[config.mk]
export PLATFORM = sky130hd
export DESIGN_NAME = ext_frame_display_reader
export DESIGN_NICKNAME = d
export VERILOG_FILES = /design/src/rtl/ext_frame_display_reader.sv
export SDC_FILE = /design/constraint.sdc
export NUM_CORES = 1
export LEC_CHECK = 0
export CAP_MARGIN = 20
export CORE_ASPECT_RATIO = 0.8
export CORE_UTILIZATION = 45
export DETAILED_ROUTE_END_ITERATION = 16
export PLACE_DENSITY_LB_ADDON = 0.05
export SYNTH_ARGS = -nofsm -noshare
export SYNTH_HDL_FRONTEND = slang
export SYNTH_SLANG_ARGS = --single-unit
[constraint.sdc]
create_clock -name clk -period 3.2 [get_ports clk]
set_input_delay 0.64 -clock clk [delete_from_list [all_inputs] [get_ports clk]]
set_output_delay 0.64 -clock clk [all_outputs]
set_load 0.01 [all_outputs]
[src/rtl/ext_frame_display_reader.sv]
// Reads the QCIF 4:2:0 frame (Y, then Cb, then Cr) out of the external frame RAM as a byte stream with line and frame markers.
// Building with DISPLAY_CHECKSUM_EN adds a wrap-around byte-sum checksum of the emitted frame.
module ext_frame_display_reader #(
  parameter int ADDR_W       = 14,
  parameter int FRAME_WORDS  = 9504,
  parameter int CB_BASE      = 6336,
  parameter int CR_BASE      = 7920,
  parameter int Y_LINE_WORDS = 44,
  parameter int C_LINE_WORDS = 22,
  parameter int FIFO_DEPTH   = 4
) (
  input  logic              clk,
  input  logic              reset,
  input  logic              start,
  output logic              busy,
  output logic              done,
  output logic              ext_frame_RAM0_cs_n,
  output logic              ext_frame_RAM0_wr,
  output logic [ADDR_W-1:0] ext_frame_RAM0_addr,
  input  logic [31:0]       ext_frame_RAM0_data,
  output logic              pix_valid,
  input  logic              pix_ready,
  output logic [7:0]        pix_data,
  output logic [1:0]        pix_plane,
  output logic              pix_sol,
  output logic              pix_eof,
  output logic [31:0]       checksum
);

  localparam int PTR_W = (FIFO_DEPTH > 1) ? $clog2(FIFO_DEPTH) : 1;
  localparam int CNT_W = PTR_W + 1;
  localparam int COL_W = $clog2(Y_LINE_WORDS + 1);
  localparam logic [ADDR_W-1:0] LAST_WORD = ADDR_W'(FRAME_WORDS - 1);

  typedef enum logic [1:0] {IDLE, FETCH, DRAIN, FINISH} state_t;

  state_t            state_q, state_d;
  logic [ADDR_W-1:0] addr_q, addr_d;
  logic              in_flight_q, in_flight_d;
  logic [31:0]       mem_q [FIFO_DEPTH];
  logic [31:0]       mem_d [FIFO_DEPTH];
  logic [PTR_W-1:0]  wr_ptr_q, wr_ptr_d;
  logic [PTR_W-1:0]  rd_ptr_q, rd_ptr_d;
  logic [CNT_W-1:0]  count_q, count_d;
  logic [1:0]        byte_idx_q, byte_idx_d;
  logic [ADDR_W-1:0] head_idx_q, head_idx_d;
  logic [COL_W-1:0]  col_q, col_d;

  logic [CNT_W-1:0]  occupancy;
  logic              issue;
  logic              push;
  logic              pop;
  logic              hs;
  logic [31:0]       head_word;
  logic [ADDR_W-1:0] next_head;
  logic              line_last;

  // Reads in flight count against the FIFO so a full buffer can never be overrun.
  assign occupancy = count_q + CNT_W'(in_flight_q);
  assign issue     = (state_q == FETCH) && (occupancy < CNT_W'(FIFO_DEPTH));
  assign push      = in_flight_q;
  assign hs        = pix_valid && pix_ready;
  assign pop       = hs && (byte_idx_q == 2'd3);
  assign head_word = mem_q[rd_ptr_q];
  assign next_head = head_idx_q + ADDR_W'(1);

  assign busy                = (state_q != IDLE);
  assign done                = (state_q == FINISH);
  assign ext_frame_RAM0_cs_n = ~issue;
  assign ext_frame_RAM0_wr   = 1'b0;
  assign ext_frame_RAM0_addr = addr_q;

  assign pix_valid = (count_q != '0);
  assign pix_data  = pix_valid ? head_word[{byte_idx_q, 3'b000} +: 8] : 8'd0;
  assign pix_sol   = pix_valid && (byte_idx_q == 2'd0) && (col_q == '0);
  assign pix_eof   = pix_valid && (byte_idx_q == 2'd3) && (head_idx_q == LAST_WORD);

  always_comb begin
    pix_plane = 2'd2;
    if (head_idx_q < ADDR_W'(CB_BASE)) begin
      pix_plane = 2'd0;
    end else if (head_idx_q < ADDR_W'(CR_BASE)) begin
      pix_plane = 2'd1;
    end
  end

  assign line_last = (pix_plane == 2'd0) ? (col_q == COL_W'(Y_LINE_WORDS - 1))
                                         : (col_q == COL_W'(C_LINE_WORDS - 1));

  always_comb begin
    state_d     = state_q;
    addr_d      = addr_q;
    in_flight_d = issue;
    mem_d       = mem_q;
    wr_ptr_d    = wr_ptr_q;
    rd_ptr_d    = rd_ptr_q;
    count_d     = count_q + CNT_W'(push) - CNT_W'(pop);
    byte_idx_d  = byte_idx_q;
    head_idx_d  = head_idx_q;
    col_d       = col_q;

    case (state_q)
      IDLE: begin
        if (start) begin
          state_d    = FETCH;
          addr_d     = '0;
          byte_idx_d = '0;
          head_idx_d = '0;
          col_d      = '0;
        end
      end
      FETCH:   if (issue && (addr_q == LAST_WORD)) state_d = DRAIN;
      DRAIN:   if (hs && pix_eof) state_d = FINISH;
      FINISH:  state_d = IDLE;
      default: state_d = IDLE;
    endcase

    if (issue) begin
      addr_d = (addr_q == LAST_WORD) ? '0 : addr_q + ADDR_W'(1);
    end

    if (push) begin
      mem_d[wr_ptr_q] = ext_frame_RAM0_data;
      wr_ptr_d        = wr_ptr_q + PTR_W'(1);
    end

    if (hs) begin
      byte_idx_d = byte_idx_q + 2'd1;
    end

    // Line column restarts at each plane base as well as at each line end.
    if (pop) begin
      rd_ptr_d   = rd_ptr_q + PTR_W'(1);
      head_idx_d = next_head;
      if ((next_head == ADDR_W'(CB_BASE)) || (next_head == ADDR_W'(CR_BASE)) || line_last) begin
        col_d = '0;
      end else begin
        col_d = col_q + COL_W'(1);
      end
    end
  end

  always_ff @(posedge clk) begin
    if (reset) begin
      state_q     <= IDLE;
      addr_q      <= '0;
      in_flight_q <= 1'b0;
      wr_ptr_q    <= '0;
      rd_ptr_q    <= '0;
      count_q     <= '0;
      byte_idx_q  <= '0;
      head_idx_q  <= '0;
      col_q       <= '0;
    end else begin
      state_q     <= state_d;
      addr_q      <= addr_d;
      in_flight_q <= in_flight_d;
      wr_ptr_q    <= wr_ptr_d;
      rd_ptr_q    <= rd_ptr_d;
      count_q     <= count_d;
      byte_idx_q  <= byte_idx_d;
      head_idx_q  <= head_idx_d;
      col_q       <= col_d;
    end
  end

  always_ff @(posedge clk) begin
    mem_q <= mem_d;
  end

`ifdef DISPLAY_CHECKSUM_EN
  logic [31:0] checksum_q, checksum_d;

  always_comb begin
    checksum_d = checksum_q;
    if ((state_q == IDLE) && start) begin
      checksum_d = '0;
    end else if (hs) begin
      checksum_d = checksum_q + {24'd0, pix_data};
    end
  end

  always_ff @(posedge clk) begin
    if (reset) begin
      checksum_q <= '0;
    end else begin
      checksum_q <= checksum_d;
    end
  end

  assign checksum = checksum_q;
`else
  assign checksum = 32'd0;
`endif

endmodule

==> metrics.md, run 1 <==
| Metric | Value |
|---|---|
| Hold Crit Depth | `2` |
| Drt total wl | `about 16,000 um` |
| Gpl congestion | `~0.9` |
| Post-Place Cells | `roughly 850` |
| Gr usage total | `between 10% and 20%` |
| N_diodes | `0` |
| Worst Slack Setup Final | `roughly 0.096 ns` |
| DP HPWL | `~9700 um` |
| Met1 WL | `7517 um` |
| Fin crit share | `96.99%` |
| Delay-heaviest family, CP | `multiplexers` |
| Initial antenna violation count | `0` |
| Vias | `roughly 4,900` |
| Minimum clock period | `approximately 3.1 ns` |
| Setup total negative slack | `0 ns` |
| Mapped Cells | `between 500 and 600` |
| Critical Path RT | `~2.6 ns` |
| FILL cells | `approximately 1,300` |
| Critical path type | `reg -> out` |
| Leakage | `approximately 3.2 nW` |
| Area leader, netlist | `edfxtp_1` |
| First-pass GRT wire length | `25,240 um` |
| Stages on worst setup path | `6` |
| Top_reg_cell synth | `edfxtp_1` |
| # clock sinks | `approximately 170` |
| Max frequency | `between 300 and 400 MHz` |
| Max cap viols | `0` |
| Die X | `roughly 150 um` |
| H-tree levels | `4` |
| Worst clock skew | `roughly 0.015 ns` |
| CP Max Fanout | `7` |
| PortBufs | `65` |
| FF-to-FF setup slack | `between 0.5 and 0.6 ns` |
| Startpoint type of the worst setup path | `flip-flop` |
| DRT Pass-1 Iters | `5` |
| Average wire per standard cell | `between 15 and 20 um` |
| Max stage delay on crit path | `~0.5 ns` |
| Area delta synth->final | `19.35%` |
| Initial Util | `a little under half` |
| Worst Tran Pin Value | `0.6516 ns` |
| Largest net degree at the start of global routing | `38` |
| CTS buffer count | `17` |
| Uppermost layer routed | `met4` |
| Met2 wire len | `7307 um` |
| Synth Warn # | `0` |
| Worst-path clk slew | `approximately 0.070 ns` |
| Power density cells | `around 580 mW/mm2` |
| Vias/cell | `approximately 5.6` |
| Syn avg cell area | `about 14 um2` |
| Fraction of layout cells with a size suffix above 1 | `approximately 16%` |
| Non-filler cells, final | `883` |
| Worst path cell trace | `buf_12, buf_16, mux4_2, mux4_2, and2_1, dlygate4sd2_1` |
| Synth Register Bits | `approximately 170` |
| DP Worst Slack | `approximately 0.29 ns` |
| Num rows | `42` |
| DRC viols | `0` |
| Synth top area cells | `edfxtp_1 49%, dfxtp_1 12%, mux4_2 11%, buf_4 3.4%, ha_1 2.9%` |
| Hold crit path type | `reg -> reg` |
| Crit. End Element | `primary output` |
| Final count of hold timing violations | `0` |
| VDD IR max | `roughly 0.34 mV` |
| Unrepaired setup endpoints after global routing | `false` |
| Die area | `0.01795 mm2` |
| Grt total ovfl | `0` |
| Yosys cell types | `59` |
| Post-CTS Hold Buffers | `0` |
| Clk_lat worst skew | `approximately 0.43 ns` |
| Status | `finished, final reports clean` |
| Buffers & Inverters on Critical Path | `3` |
| Vias in the first global route | `roughly 4,700` |
| Io pins | `between 90 and 100` |
| Leading cell type in the layout, fill and taps excluded | `edfxtp_1` |
| Max-slew violation count | `0` |
| Ys async rst share | `0%` |
| Most frequent CP cell | `mux4_2` |
| Routed wl met3 | `756 um` |
| Core Region | `~0.017 mm2` |
| ANT nets after route | `0` |
| Cell Area, Synth | `around 0.008 mm2` |
| Area share of the largest cell type after synthesis | `between 40% and 50%` |
| Post-synthesis sequential area ratio | `about three fifths` |
| Post-synth EDFFs | `roughly 130` |
| Net count, final | `a little over 700` |
| CTS max path bufs | `2` |
| Die height | `between 100 and 150 um` |
| Max stage delay cell, worst path | `mux4_2` |
| CTS tree | `built` |
| Root Buffer | `clkbuf_16` |
| Data arrival time of the worst path | `around 2.5 ns` |
| DR iter-0 viols | `372` |
| Register-to-Register Path Depth | `7` |
| Setup-failing EPs final | `0` |
| Most frequent cells in the layout | `128 x edfxtp_1, 57 x clkdlybuf4s50_1, 48 x nor2_1` |
| Max_slew headroom | `roughly 56%` |
-- metal layers --
| layer | vias to the layer above | global-route usage, % |
|---|---|---|
| met2 | 169 | 28.36 |
| met5 | - | 0 |
| li1 | 2277 | - |
| met1 | 2448 | 27.45 |
| met3 | 11 | 4.335 |
| met4 | 0 | 6.059 |
-- cells by family after synthesis --
logic type                 count (synthesis)  synth area share [%]
DFF                                      174                 60.80
muxes                                     43                 11.90
buffers and inverters                     79                 5.572
AOI/OAI and AO/OA                         86                 6.962
and+or+nand+nor                          161                 10.51
adders and majority gates                 18                 2.874
other                                      1               0.04785
xor gates and xnor gates                  12                 1.341
-- cell usage after synthesis, drive strengths merged (12+ instances only) --
cell / n
a21oi: 27
and2: 12
buf: 42
clkbuf: 19
dfxtp: 46
edfxtp: 128
ha: 18
inv: 18
mux4: 40
nand2: 30
nand3: 16
nor2: 48
nor3: 12
o21ai: 23
-- worst reg2reg max path, cell delays in order, from the launching register on --
cell      delay, ns
dfxtp_1        0.69
nand4_2        0.26
nor3_2         0.36
mux2_1         0.36
o32ai_1        0.23
a2111o_1       0.33
nor2_1         0.06
o31a_1         0.23
-- state kept, by name, indices dropped and copies added, names as in the netlist --
| name | flops |
|---|---|
| byte_idx_q | 2 |
| col_q | 6 |
| count_q | 3 |
| ext_frame_RAM0_addr | 14 |
| head_idx_q | 14 |
| in_flight_q | 1 |
| mem_q | 128 |
| rd_ptr_q | 2 |
| state_q | 2 |
| wr_ptr_q | 2 |
-- metrics by stage --
step / util, % / power (W) / hold WS, ns / cell area, um2
floorplan: - / 0.003112 / 0.4582 / 7956
global placement: 51.75 / 0.003399 / 0.4766 / 8675
detailed placement: 51.75 / 0.003415 / 0.4892 / 8675
CTS: 55.78 / 0.005474 / 0.4986 / 9351
global route: 55.79 / 0.005653 / 0.5333 / 9353
finish: 55.79 / 0.005420 / 0.4937 / 9353
-- worst paths after layout --
path,startpoint,to
worst min register to register,col_q[1],col_q[1]
worst min-delay path,col_q[1],col_q[1]
worst max register to register,head_idx_q[4],col_q[2]
worst max-delay path,rd_ptr_q[0],pix_data[6]
-- power by group --
part | switching, W | internal (W) | leakage (nW) | total [W]
Clock | 0.000950 | 0.00112 | 0.294 | 0.00207
Sequential | 0.0000523 | 0.00254 | 1.53 | 0.00259
Combinational | 0.000435 | 0.000323 | 1.33 | 0.000758
Total | 0.00144 | 0.00398 | 3.15 | 0.00542
-- layout make-up --
class,count,area (um2),share of cell area (%)
Timing Repair Buffer,86,875.8,9.365
Tap cell,220,275.3,2.943
Clock inverter,14,173.9,1.860
Clock buffer,18,429.2,4.589
Inverter,18,67.56,0.7224
Multi-Input combinational cell,353,2763,29.54
Sequential cell,174,4768,50.98
-- repair_timing --
action,CTS,global route
buffers inserted,1,0
endpoints found under the setup margin,9,1
cloned,2,0
resized for setup,12,1
pin swaps,0,0
No activity file was read; power rests on OpenSTA's default activity.
==> run 2: changes to the inputs <==
Settings changed: TNS_END_PERCENT set to 100.
==> results of run 2 <==
Same layout as run 1: the final DEF is identical, and so are final timing and power.
==> run 3: changes to the inputs <==
Settings changed: SKIP_LAST_GASP set to 1.
==> metrics.md, run 3 (same netlist as run 1, synthesis figures left out) <==
| Metric | Value |
|---|---|
| Status | `finished, final reports clean` |
| Vias | `4,882` |
| Register-to-Register Path Depth | `7` |
| Leading cell type in the layout, fill and taps excluded | `edfxtp_1` |
| Non-filler cells, final | `just under 900` |
| Worst path cell trace | `buf_12, buf_16, mux4_2, mux4_2, and2_1, dlygate4sd2_1` |
| Hold wc startpoint | `col_q[1]` |
| Initial Util | `about 47%` |
| Fin crit share | `between 90 and 100%` |
| Max reg flops | `128` |
| Gpl congestion | `about 0.89` |
| Logic pwr share | `roughly 14%` |
| Switching pwr | `approximately 0.0014 W` |
| Root Buffer | `clkbuf_16` |
| Crit. End Element | `primary output` |
| CTS buffer count | `17` |
| Sw Ratio | `26.45%` |
| Die height | `120.0 um` |
| N_diodes | `0` |
| Max stage delay cell, worst path | `mux4_2` |
| Hold Worst Slack | `0.4929 ns` |
| Top reg by flops | `mem_q` |
| VDD IR max | `between 0.3 and 0.4 mV` |
| Vias/cell | `between 5 and 6` |
| Clk pwr share | `a little under two fifths` |
| Most frequent CP cell | `mux4_2` |
| Die X | `roughly 150 um` |
| PortBufs | `65` |
| Fraction of layout cells with a size suffix above 1 | `around 16%` |
| Area delta synth->final | `19.78%` |
| Hold path endpoint | `col_q[1]` |
| DR iter-0 viols | `approximately 430` |
| Final Core Density | `between 50% and 60%` |
| DRT Pass-1 Iters | `5` |
| Hold crit path type | `reg -> reg` |
| Critical path type | `reg -> out` |
| Worst-path clk slew | `0.07 ns` |
| Max-slew violation count | `0` |
| FF-to-FF setup slack | `about 0.57 ns` |
| Largest net degree at the start of global routing | `38` |
| Net count, final | `approximately 710` |
| # clock sinks | `between 150 and 200` |
| DRC viols | `0` |
| Post-Place Cells | `848` |
| End of the worst register-to-register path | `col_q[2]` |
| Max_slew headroom | `56.99%` |
| First-pass GRT wire length | `between 20,000 and 30,000 um` |
| Vias in the first global route | `around 4,700` |
| Setup total negative slack | `0 ns` |
| Num rows | `42` |
| Unrepaired setup endpoints after global routing | `false` |
| Max cap viols | `0` |
| Gr usage total | `a little under a fifth` |
| Minimum clock period | `slightly above 3 ns` |
| CTS tree | `built` |
| Final count of hold timing violations | `0` |
| Average wire per standard cell | `around 18 um` |
| CP Max Fanout | `7` |
| FF-to-FF Start | `head_idx_q[4]` |
| Die area | `between 0.015 and 0.02 mm2` |
| CTS max path bufs | `2` |
| Leakage | `~3.2 nW` |
| ANT nets after route | `0` |
| Power Internal | `around 0.0040 W` |
| Post-route cell area | `about 0.0094 mm2` |
| Max frequency | `around 320 MHz` |
| Io pins | `between 90 and 100` |
| Hold Crit Depth | `2` |
| Uppermost layer routed | `met4` |
| Startpoint type of the worst setup path | `flip-flop` |
| Most frequent cells in the layout | `128 x edfxtp_1, 57 x clkdlybuf4s50_1, 48 x nor2_1` |
| Worst Tran Pin Value | `between 0.6 and 0.7 ns` |
| Data arrival time of the worst path | `about 2.5 ns` |
| DP HPWL | `a little under 10,000 um` |
| Dpl cell area | `roughly 0.0087 mm2` |
| Critical Path RT | `~2.6 ns` |
| Drt total wl | `between 15,000 and 20,000 um` |
| Max stage delay on crit path | `roughly 0.50 ns` |
| Core Region | `between 0.015 and 0.02 mm2` |
| Clk_lat worst skew | `roughly 0.43 ns` |
| H-tree levels | `4` |
| Routed wl met3 | `813 um` |
| FILL cells | `1,343` |
| Worst clock skew | `0.01490 ns` |
| Grt total ovfl | `0` |
| Setup-failing EPs final | `0` |
| Power density cells | `about 580 mW/mm2` |
| Initial antenna violation count | `0` |
| Met1 WL | `roughly 7500 um` |
| Met2 wire len | `~7300 um` |
| Sequential fraction of design power | `a little under half` |
run 3: changes by cell type in the layout (fill, tap and decap cells not counted), sizes merged:
cell / before / now
dlygate4sd2: 8 / 3
dlymetal6s2s: 0 / 5
buf: 21 / 23
run 3: critical path, delay by kind of cell (launching register included):
kind	cells	cell delay (ns)
simple gates	1	0.17
buf+inv	3	0.54
mux	2	0.95
flops	1	0.38
run 3: power groups by stage:
stage | clock network [W] | registers [W] | logic (W)
after floorplan | 0 | 0.00263 | 0.000481
after global placement | 0 | 0.00264 | 0.000758
after detailed placement | 0 | 0.00264 | 0.000772
after CTS | 0.00212 | 0.00259 | 0.000773
after global routing | 0.00221 | 0.00260 | 0.000847
final | 0.00207 | 0.00259 | 0.000762
run 3: how the worst max path moves through the flow:
stage                     cells past startpoint  slack [ns]         from           to
after floorplan                               5        0.48  rd_ptr_q[0]  pix_data[0]
after global placement                        5        0.30  rd_ptr_q[0]  pix_data[7]
after detailed placement                      5        0.29  rd_ptr_q[0]  pix_data[6]
after CTS                                     6       -0.14  rd_ptr_q[0]  pix_data[3]
after global routing                          6      0.0007  rd_ptr_q[0]  pix_data[5]
final                                         6        0.10  rd_ptr_q[0]  pix_data[5]
run 3: per-layer routing:
layer,vias up,global-route usage (%)
met3,11,4.335
met4,0,6.059
met1,2424,27.42
li1,2276,-
met5,-,0
met2,171,28.27
run 3: cell type report:
type,count,area (um2),share of cell area (%)
clock inverters,14,173.9,1.853
inverters,18,67.56,0.7198
repair buffers,88,909.6,9.691
multi-input cells,353,2763,29.43
flip-flops and latches,174,4768,50.80
clock buffers,18,429.2,4.572
well taps,220,275.3,2.933
run 3: metrics by stage:
stage	setup slack [ns]	total power [W]
2_1_floorplan	0.4754	0.003112
3_3_place_gp	0.2962	0.003399
3_5_place_dp	0.2855	0.003415
4_1_cts	-0.1377	0.005482
5_1_grt	0.0007490	0.005658
6_report	0.1007	0.005420
run 3: timing repair:
| item | 4_1_cts | 5_1_grt |
|---|---|---|
| pin swaps | 0 | 0 |
| gates resized for setup | 7 | 6 |
| cloned | 2 | 0 |
| hold buffers | 0 | 0 |
| setup endpoints to repair | 9 | 6 |
| buffers inserted | 1 | 2 |
